$ cat src/rtl/s8sp_pkg.sv
// s8sp_pkg: shared I/O page offsets, timer control bit positions and reset constants
package s8sp_pkg;
   localparam int IO_GPIO_OUT = 0;
   localparam int IO_GPIO_IN  = 1;
   localparam int IO_TMR_CNT  = 2;
   localparam int IO_TMR_CMP  = 3;
   localparam int IO_TMR_CTRL = 4;
   localparam int TMR_EN_BIT   = 0;
   localparam int TMR_FLAG_BIT = 1;
   localparam int TMR_AUTO_BIT = 2;
   localparam logic [15:0] TMR_CMP_RST = 16'hFFFF;
endpackage

$ cat src/rtl/s8sp_io_timer.sv
// s8sp_io_timer: free-running compare timer with enable, sticky match flag and auto-reload
module s8sp_io_timer
   import s8sp_pkg::*;
#(
   parameter int DATA_W = 16
) (
   input  logic              clk,
   input  logic              reset,
   input  logic              cnt_we,
   input  logic              cmp_we,
   input  logic              ctrl_we,
   input  logic [DATA_W-1:0] wdata,
   output logic [DATA_W-1:0] cnt,
   output logic [DATA_W-1:0] cmp,
   output logic [DATA_W-1:0] ctrl,
   output logic              irq
);
   logic en, flag, auto_rl, match;

   assign match = en && (cnt == cmp);
   assign irq   = flag;

   // control readback: only EN, FLAG and AUTO exist, everything else reads 0
   always_comb begin
      ctrl               = '0;
      ctrl[TMR_EN_BIT]   = en;
      ctrl[TMR_FLAG_BIT] = flag;
      ctrl[TMR_AUTO_BIT] = auto_rl;
   end

   // a core write to the count beats increment/reload; a match beats a software flag clear
   always_ff @(posedge clk or negedge reset) begin
      if (!reset) begin
         cnt     <= '0;
         cmp     <= DATA_W'(TMR_CMP_RST);
         en      <= 1'b0;
         flag    <= 1'b0;
         auto_rl <= 1'b0;
      end else begin
         cnt  <= cnt_we ? wdata : !en ? cnt : (match && auto_rl) ? '0 : cnt + DATA_W'(1);
         cmp  <= cmp_we ? wdata : cmp;
         flag <= match || (flag && !(ctrl_we && wdata[TMR_FLAG_BIT]));
         if (ctrl_we) begin
            en      <= wdata[TMR_EN_BIT];
            auto_rl <= wdata[TMR_AUTO_BIT];
         end
      end
   end
endmodule

$ cat src/rtl/s8sp_mem_responder.sv
// s8sp_mem_responder: word RAM plus GPIO/timer I/O page behind the core strobes, with a loader port
// Optional timer built only when S8SP_MEM_TIMER_EN is defined.
module s8sp_mem_responder
   import s8sp_pkg::*;
#(
   parameter int                DATA_W  = 16,
   parameter int                ADDR_W  = 8,
   parameter logic [ADDR_W-1:0] IO_BASE = 8'hF0
) (
   input  logic              clk,
   input  logic              reset,
   input  logic              rd_mem,
   input  logic              wr_mem,
   input  logic [ADDR_W-1:0] mem_addr,
   input  logic [DATA_W-1:0] mem_wdata,
   output logic [DATA_W-1:0] mem_rdata,
   output logic              mem_err,
   input  logic              ld_valid,
   output logic              ld_ready,
   input  logic [ADDR_W-1:0] ld_addr,
   input  logic [DATA_W-1:0] ld_data,
   input  logic [DATA_W-1:0] gpio_in,
   output logic [DATA_W-1:0] gpio_out,
   output logic              timer_irq
);
   localparam logic [ADDR_W-1:0] O_GOUT = ADDR_W'(IO_GPIO_OUT);
   localparam logic [ADDR_W-1:0] O_GIN  = ADDR_W'(IO_GPIO_IN);
   localparam logic [ADDR_W-1:0] O_CNT  = ADDR_W'(IO_TMR_CNT);
   localparam logic [ADDR_W-1:0] O_CMP  = ADDR_W'(IO_TMR_CMP);
   localparam logic [ADDR_W-1:0] O_CTRL = ADDR_W'(IO_TMR_CTRL);
`ifdef S8SP_MEM_TIMER_EN
   localparam bit HAS_TMR = 1'b1;
`else
   localparam bit HAS_TMR = 1'b0;
`endif

   logic [DATA_W-1:0] ram [0:int'(IO_BASE)-1];
   logic [DATA_W-1:0] sync1, sync2, io_rdata, tmr_cnt, tmr_cmp, tmr_ctrl;
   logic [ADDR_W-1:0] off;
   logic is_io, rd_ok, wr_ok, mapped, ld_fire, ld_bad, err_n;

   assign is_io   = mem_addr >= IO_BASE;
   assign off     = mem_addr - IO_BASE;
   assign rd_ok   = rd_mem && !wr_mem;
   assign wr_ok   = wr_mem && !rd_mem;
   assign mapped  = off <= O_GIN || (HAS_TMR && off <= O_CTRL);
   assign ld_ready = reset && !rd_mem && !wr_mem;
   assign ld_fire = ld_valid && ld_ready;
   assign ld_bad  = ld_addr >= IO_BASE;

   // I/O page read mux and the next-cycle error decision
   always_comb begin
      io_rdata  = !mapped ? '0 : off == O_GOUT ? gpio_out : off == O_GIN ? sync2 :
                  off == O_CNT ? tmr_cnt : off == O_CMP ? tmr_cmp : tmr_ctrl;
      mem_rdata = !rd_ok ? '0 : is_io ? io_rdata : ram[mem_addr];
      err_n     = (rd_mem && wr_mem) || (is_io && (rd_ok || wr_ok) && !mapped) ||
                  (wr_ok && is_io && off == O_GIN) || (ld_fire && ld_bad);
   end

   // RAM is not reset, but a write is suppressed while reset is held; core wins over loader
   always_ff @(posedge clk) begin
      if (reset && wr_ok && !is_io) ram[mem_addr] <= mem_wdata;
      else if (ld_fire && !ld_bad) ram[ld_addr] <= ld_data;
   end

   // GPIO output register, two-flop input synchronizer and the error pulse
   always_ff @(posedge clk or negedge reset) begin
      if (!reset) begin
         gpio_out <= '0;
         sync1    <= '0;
         sync2    <= '0;
         mem_err  <= 1'b0;
      end else begin
         gpio_out <= (wr_ok && is_io && off == O_GOUT) ? mem_wdata : gpio_out;
         sync1    <= gpio_in;
         sync2    <= sync1;
         mem_err  <= err_n;
      end
   end

`ifdef S8SP_MEM_TIMER_EN
   s8sp_io_timer #(.DATA_W(DATA_W)) u_timer (
      .clk     (clk),
      .reset   (reset),
      .cnt_we  (wr_ok && is_io && off == O_CNT),
      .cmp_we  (wr_ok && is_io && off == O_CMP),
      .ctrl_we (wr_ok && is_io && off == O_CTRL),
      .wdata   (mem_wdata),
      .cnt     (tmr_cnt),
      .cmp     (tmr_cmp),
      .ctrl    (tmr_ctrl),
      .irq     (timer_irq)
   );
`else
   assign tmr_cnt   = '0;
   assign tmr_cmp   = '0;
   assign tmr_ctrl  = '0;
   assign timer_irq = 1'b0;
`endif
endmodule

$ cat config.mk
export PLATFORM = sky130hd
export DESIGN_NAME = s8sp_mem_responder
export DESIGN_NICKNAME = d
export VERILOG_FILES = /design/src/rtl/s8sp_pkg.sv /design/src/rtl/s8sp_io_timer.sv /design/src/rtl/s8sp_mem_responder.sv
export SDC_FILE = /design/constraint.sdc
export NUM_CORES = 2
export LEC_CHECK = 0
export BUFFER_PORTS_ARGS = -buffer_cell sky130_fd_sc_hd__buf_2
export CAP_MARGIN = 20
export CELL_PAD_IN_SITES_DETAIL_PLACEMENT = 1
export CELL_PAD_IN_SITES_GLOBAL_PLACEMENT = 1
export CORE_MARGIN = 8
export CORE_UTILIZATION = 36
export CTS_CLUSTER_SIZE = 40
export DETAILED_ROUTE_END_ITERATION = 12
export MAX_ROUTING_LAYER = met4
export PLACE_DENSITY_LB_ADDON = 0.1
export SLEW_MARGIN = 30
export SYNTH_ARGS = -nofsm -noshare
export SYNTH_HDL_FRONTEND = slang
export SYNTH_SLANG_ARGS = --single-unit
$ cat constraint.sdc
create_clock -name clk -period 4.97 [get_ports clk]
set_input_delay 1.2425 -clock clk [delete_from_list [all_inputs] [get_ports clk]]
set_output_delay 1.2425 -clock clk [all_outputs]
set_load 0.01 [all_outputs]
After elaboration in Yosys (flattened, before gate mapping) --
Memory sizes are Yosys's and may differ from the RTL's. Cells that the tools add are included. W data, S select, Z words.
Cells by class: muxes and demuxes 13, reduce and logical (&&, ||, !) cells 26, equal/unequal tests 1, order comparisons 3, add/subtract/negate cells 1
Operator list (number):
- $mux W16 | 6
- $ge A8 B8 Y1 const B | 2
- $reduce_or A16 Y1 | 1
- $logic_and A1 B1 Y1 | 15
- $eq A8 B1 Y1 const B | 1
- $le A8 B1 Y1 const B | 1
- $logic_not A8 Y1 | 1
- $mux W8 | 1
- $sub A8 B8 Y8 const B | 1
- $mux W1 | 6
- $logic_not A1 Y1 | 5
- $logic_or A1 B1 Y1 | 4
Word-level totals: memories kept 1, bits in writable memories 3840, input bits 69, output and inout bits 35, register bits after elaboration 49
Memories:
- ram | words 240, bits a word 16, read ports 1, clocked after memory_dff 0, write ports 1, RTL line s8sp_mem_responder.sv:37 | logic [DATA_W-1:0] ram [0:int'(IO_BASE)-1];

Logic depth before layout (Yosys ltp) --
word-level depth 10, gate-level depth with buffers 13, gate-level depth less buffers 9

Least setup slack after synthesis --
No wires, ideal clock.
path kind input port to flip-flop, start point input port mem_addr[7], end point memory ram[0][10], data pin, path slack -0.082 ns, buffers on the path 5, arrival 4.518 ns, stages on the path 8, data required time 4.437 ns, cells stage by stage clkbuf_1 > and4_1 > buf_2 > o211ai_1 > buf_2 > buf_2 > buf_1 > mux2_2
Between the ends: longest elaborated chain between the ends 7
RTL lines:
- from (decl) | RTL line s8sp_mem_responder.sv:14 | input logic [ADDR_W-1:0] mem_addr,
- $ge A8 B8 Y1 | RTL line s8sp_mem_responder.sv:42 | assign is_io = mem_addr >= IO_BASE;
- $logic_not A1 Y1 | RTL line s8sp_mem_responder.sv:62 | if (reset && wr_ok && !is_io) ram[mem_addr] <= mem_wdata;
- $logic_and A1 B1 Y1 | RTL line s8sp_mem_responder.sv:62
- $mux W1 | RTL line s8sp_mem_responder.sv:62
- $mux W1 (not written as such) | RTL line s8sp_mem_responder.sv:63 | else if (ld_fire && !ld_bad) ram[ld_addr] <= ld_data;
- $reduce_or A16 Y1 (no source line)
- $mux W16 (no source line)
- to (decl) | RTL line s8sp_mem_responder.sv:37
No other way between the ends.

Worst setup path in the final report --
start point input port mem_addr[0], end point output port mem_rdata[6]
Between the ends: longest elaborated chain between the ends 7, elaborated cells between the ends (all ways) 11, classes of those cells add/sub (1); order compare (2); eq/ne (1); mux (5); reduce/logical (1); memory (1)
RTL lines:
- parallel branches: the longest is 5 deep, another holds $sub A8 B8 Y8
- $mux W16 (*) (2 in a row) | RTL line s8sp_mem_responder.sv:55 | mem_rdata = !rd_ok ? '0 : is_io ? io_rdata : ram[mem_addr];
- to (decl) | RTL line s8sp_mem_responder.sv:16 | output logic [DATA_W-1:0] mem_rdata,
Every way passes the cells marked *.

==> metrics.log <==
INFO  metric run_status = complete, but fails checks
INFO  metric failed_checks = negative setup slack
INFO  metric number_of_placed_cells_counting_well_taps = 12898
INFO  metric tritoncts.num_buffers = 422
INFO  metric cts.root.buffer_cell = sky130_fd_sc_hd__clkbuf_16
INFO  metric hpwlAfterDp = 310 mm
INFO  metric rr_worst_depth = 1
INFO  metric drt-initial-drc-count = around 7600
INFO  metric cp.depth = 16
INFO  metric timing.slew.headroom = 0.319
INFO  metric die_h = 661 um
INFO  metric layout_min_cycle_time = 5.59 ns
INFO  metric vdd_ir_drop_max = slightly above 0.3 mV
INFO  metric internal_power = roughly 0.056 W
INFO  metric grt_first_pass_wirelength = 675 mm
INFO  metric holdPathStages = 0
INFO  metric average_via_count_per_standard_cell = about 5.5
INFO  metric synthesis.nets = 6550
INFO  metric p_seq_frac = 0.506
INFO  metric avgRoutedWirePerCell = 35.7 um
INFO  metric path_clk_slew = approximately 0.06 ns
INFO  metric worstPathMaxFanout = 7
INFO  metric grt_util_all_layers = 0.228
INFO  metric unrepaired_setup_endpoints_after_global_routing = yes
INFO  metric cp.arrival = 4.35 ns
INFO  metric antenna_violations_before_repair = 24
INFO  metric ys_async_sr_fraction = 0.0126
INFO  metric die_w = 661 um
INFO  metric syn_area_per_cell = 23.1 um^2
INFO  metric worst-endpoint-required = 3.73 ns
INFO  metric leakagePower = roughly 60 nW
INFO  metric clock.fmax = between 150 and 200 MHz
INFO  metric die_area = ~440000 um^2
INFO  metric initial_utilization = 0.361
INFO  metric grt_remaining_overflow = 0
INFO  metric first_global_vias = about 80000
INFO  metric cp_bufs_invs = 9
INFO  metric insertion_delay = 0.99 ns
INFO  metric post-route-period-util = 1.13
INFO  metric count_of_non_filler_cells_in_the_finished_layout = 13822
INFO  metric path_cells = buf_16 > buf_16 > buf_12 > buf_16 > buf_16 > buf_16 > mux4_2 > mux2i_4 > a32oi_2 > buf_4 > a22oi_2 > buf_6 > o21ai_4 > a21oi_2 > nor4_4 > buf_2
INFO  metric cp_slowest_stage_delay = 0.63 ns
INFO  metric ys.flop_type = sky130_fd_sc_hd__edfxtp_1
INFO  metric clock_sink_count = 3889
INFO  metric min-delay-start = sync1[6]$_DFF_PN0_
INFO  metric setup_viol_count_final = 16
INFO  metric timing.critical_path.slowest_stage_cell = sky130_fd_sc_hd__nor4_4
INFO  metric synth_seq_cells = 3889
INFO  metric number_of_remaining_drc_errors = 0
INFO  metric sequential_area_share_after_synthesis = 0.777
INFO  metric drtAntennaViolNets = 0
INFO  metric max_slew_violation_count = 0
INFO  metric placeableCoreArea = 416000 um^2
INFO  metric worstMarginPinSlew = 1.02 ns
INFO  metric gp_congestion = just over 0.8
INFO  metric cap_viol_max_count = 0
INFO  metric layout_setup_ws = -0.624 ns
INFO  metric yosysWarnings = 0
INFO  metric critical-path-top-delay-family = buffers and inverters
INFO  metric clock_tree.htree_level_count = 5
INFO  metric num_rows = 237
INFO  metric power.switching_fraction = 0.224
INFO  metric crit_path_frequent_cell = sky130_fd_sc_hd__buf_16
INFO  metric final.fill_count = 37630
INFO  metric design.portCount = 104
INFO  metric timing.setup.critical_path_class = in2out
INFO  metric drt-total-wl = 493 mm
INFO  metric worst_setup_path_start_kind = input port
INFO  metric finalHoldViolCount = 0
INFO  metric clk_path_buf_depth = 4
INFO  metric powerDensity = between 300 and 400 nW/um^2
INFO  metric synth_edf_count = 3840
INFO  metric syn_area = between 100000 and 150000 um^2
INFO  metric comb_power_share = 0.069
INFO  metric drt_first_pass_iters = 7
INFO  metric tritoncts = built
INFO  metric r2r-start = gpio_out[15]$_DFFE_PN0P_
INFO  metric place_worst_setup_slack = -1.43 ns
INFO  metric clock-skew-final = 0.0102 ns
INFO  metric synthesis.instances = approximately 6500
INFO  metric p_sw = 0.0161 W
INFO  metric portBuffers = 102
INFO  metric power.clock.fraction = 0.426
INFO  metric area_delta_synth_final = 25.0%
INFO  metric critical_path.startpoint = mem_addr[0]
INFO  metric layout.nets = between 8000 and 9000
INFO  metric holdBufCountCts = 0
INFO  metric final_layout_size_suffix_gt1_frac = 0.429
INFO  metric end_kind = output pin
INFO  metric largest_net_degree_at_the_start_of_global_routing = 105
INFO  metric hold_class = reg2reg
INFO  metric route.vias.total = about 76000
INFO  metric ys_types = 66
==> what timing repair did <==
action	in CTS	in global routing
pin swaps	77	63
resized for setup	331	106
setup endpoints to repair	16	16
setup buffers	97	52
gates cloned	16	4
==> sequential cells by signal (all words and copies together), names as in the netlist <==
signal	count
mem_err	1
sync2	16
sync1	16
gpio_out	16
ram	3840
==> power groups by stage <==
| stage | clock, W | combinational [W] | sequential [W] |
|---|---|---|---|
| floorplan | 0 | 0.00206 | 0.0370 |
| global placement | 0 | 0.00448 | 0.0369 |
| detailed placement | 0 | 0.00455 | 0.0369 |
| CTS | 0.0312 | 0.00490 | 0.0362 |
| global route | 0.0323 | 0.00512 | 0.0362 |
| finish | 0.0305 | 0.00491 | 0.0362 |
==> stage by stage <==
step,TNS (ns),hold slack [ns],cell area [um^2],power (W),utilization
6_report,-8.30,0.337,187000,0.0716,0.451
5_1_grt,-8.97,0.293,187000,0.0736,0.451
4_1_cts,-8.20,0.260,187000,0.0723,0.449
3_5_place_dp,-31.46,0.336,170000,0.0415,0.410
3_3_place_gp,-17.20,0.332,170000,0.0414,0.410
2_1_floorplan,-196.15,0.331,150000,0.0390,-
==> synth_stat cells (12+ instances only) <==
| library cell | count | area, um^2 |
|---|---|---|
| sky130_fd_sc_hd__clkbuf_1 | 122 | 458 |
| sky130_fd_sc_hd__nor2b_1 | 25 | 156 |
| sky130_fd_sc_hd__o22ai_1 | 38 | 238 |
| sky130_fd_sc_hd__mux2i_1 | 139 | 1390 |
| sky130_fd_sc_hd__nor2_1 | 298 | 1120 |
| sky130_fd_sc_hd__nor3_1 | 25 | 125 |
| sky130_fd_sc_hd__mux2_2 | 75 | 845 |
| sky130_fd_sc_hd__buf_4 | 77 | 578 |
| sky130_fd_sc_hd__a31oi_1 | 12 | 75.1 |
| sky130_fd_sc_hd__a211oi_1 | 23 | 173 |
| sky130_fd_sc_hd__o21ai_1 | 15 | 75.1 |
| sky130_fd_sc_hd__buf_2 | 106 | 531 |
| sky130_fd_sc_hd__nand2b_1 | 17 | 106 |
| sky130_fd_sc_hd__a221oi_1 | 17 | 149 |
| sky130_fd_sc_hd__dfrtp_1 | 49 | 1230 |
| sky130_fd_sc_hd__buf_1 | 36 | 135 |
| sky130_fd_sc_hd__mux4_2 | 1077 | 24300 |
| sky130_fd_sc_hd__o21ai_0 | 55 | 275 |
| sky130_fd_sc_hd__nand3_1 | 30 | 150 |
| sky130_fd_sc_hd__o211ai_1 | 12 | 90.1 |
| sky130_fd_sc_hd__a21oi_1 | 64 | 320 |
| sky130_fd_sc_hd__edfxtp_1 | 3840 | 115000 |
| sky130_fd_sc_hd__buf_6 | 28 | 315 |
| sky130_fd_sc_hd__a22oi_1 | 56 | 420 |
| sky130_fd_sc_hd__nand2_1 | 130 | 488 |
==> metal layers <==
metal | wire length, um | up-vias | track usage
met5 | 0 | - | -
met4 | 13700 | 0 | 0.0557
met3 | 22200 | 586 | 0.0256
met2 | 244000 | 2131 | 0.372
met1 | 213000 | 42897 | 0.310
li1 | - | 30731 | -
==> cells in the final DEF (no fill, tap or decap), types with 49 or more instances in the layout <==
| master | netlist | routed |
|---|---|---|
| sky130_fd_sc_hd__edfxtp_1 | 3840 | 3840 |
| sky130_fd_sc_hd__mux4_2 | 1077 | 1077 |
| sky130_fd_sc_hd__buf_4 | 77 | 803 |
| sky130_fd_sc_hd__buf_12 | 0 | 436 |
| sky130_fd_sc_hd__clkbuf_16 | 0 | 434 |
| sky130_fd_sc_hd__nor2_2 | 0 | 199 |
| sky130_fd_sc_hd__nand2_1 | 130 | 120 |
| sky130_fd_sc_hd__mux2i_1 | 139 | 119 |
| sky130_fd_sc_hd__clkbuf_1 | 122 | 107 |
| sky130_fd_sc_hd__clkinv_1 | 1 | 101 |
| sky130_fd_sc_hd__nor2_1 | 298 | 98 |
| sky130_fd_sc_hd__buf_2 | 106 | 82 |
| sky130_fd_sc_hd__clkinv_2 | 0 | 68 |
| sky130_fd_sc_hd__buf_6 | 28 | 58 |
| sky130_fd_sc_hd__mux2_2 | 75 | 55 |
| sky130_fd_sc_hd__dfrtp_1 | 49 | 49 |
==> layout make-up <==
class | instances | area, um^2 | area share
multi-input cells | 2213 | 33600 | 0.179
inverters | 6 | 23.8 | 0.000127
flip-flops and latches | 3889 | 117000 | 0.622
diodes | 11 | 27.5 | 0.000147
clock buffers | 540 | 11200 | 0.0597
well taps | 5497 | 6880 | 0.0367
clock inverters | 236 | 2110 | 0.0113
repair buffers | 1430 | 17100 | 0.0912
==> cell families after synthesis <==
group	Yosys count	share of synthesized area
simple gates	556	0.0158
mux	1291	0.177
buf+inv	376	0.0137
flops	3889	0.777
other cells	1	0.0000250
fa+ha+maj	3	0.000250
compound gates	362	0.0162
==> final timing paths <==
path | endpoint | slack [ns]
worst min-delay path | sync2[6]$_DFF_PN0_ | 0.34
min in group asynchronous | sync2[6]$_DFF_PN0_ | 0.45
worst max register to register | gpio_out[15]$_DFFE_PN0P_ | 4.16
max in group asynchronous | sync1[10]$_DFF_PN0_ | 4.09
worst max-delay path | mem_rdata[6] | -0.62
worst min register to register | sync2[6]$_DFF_PN0_ | 0.34
No activity file was read; power rests on OpenSTA's default activity.
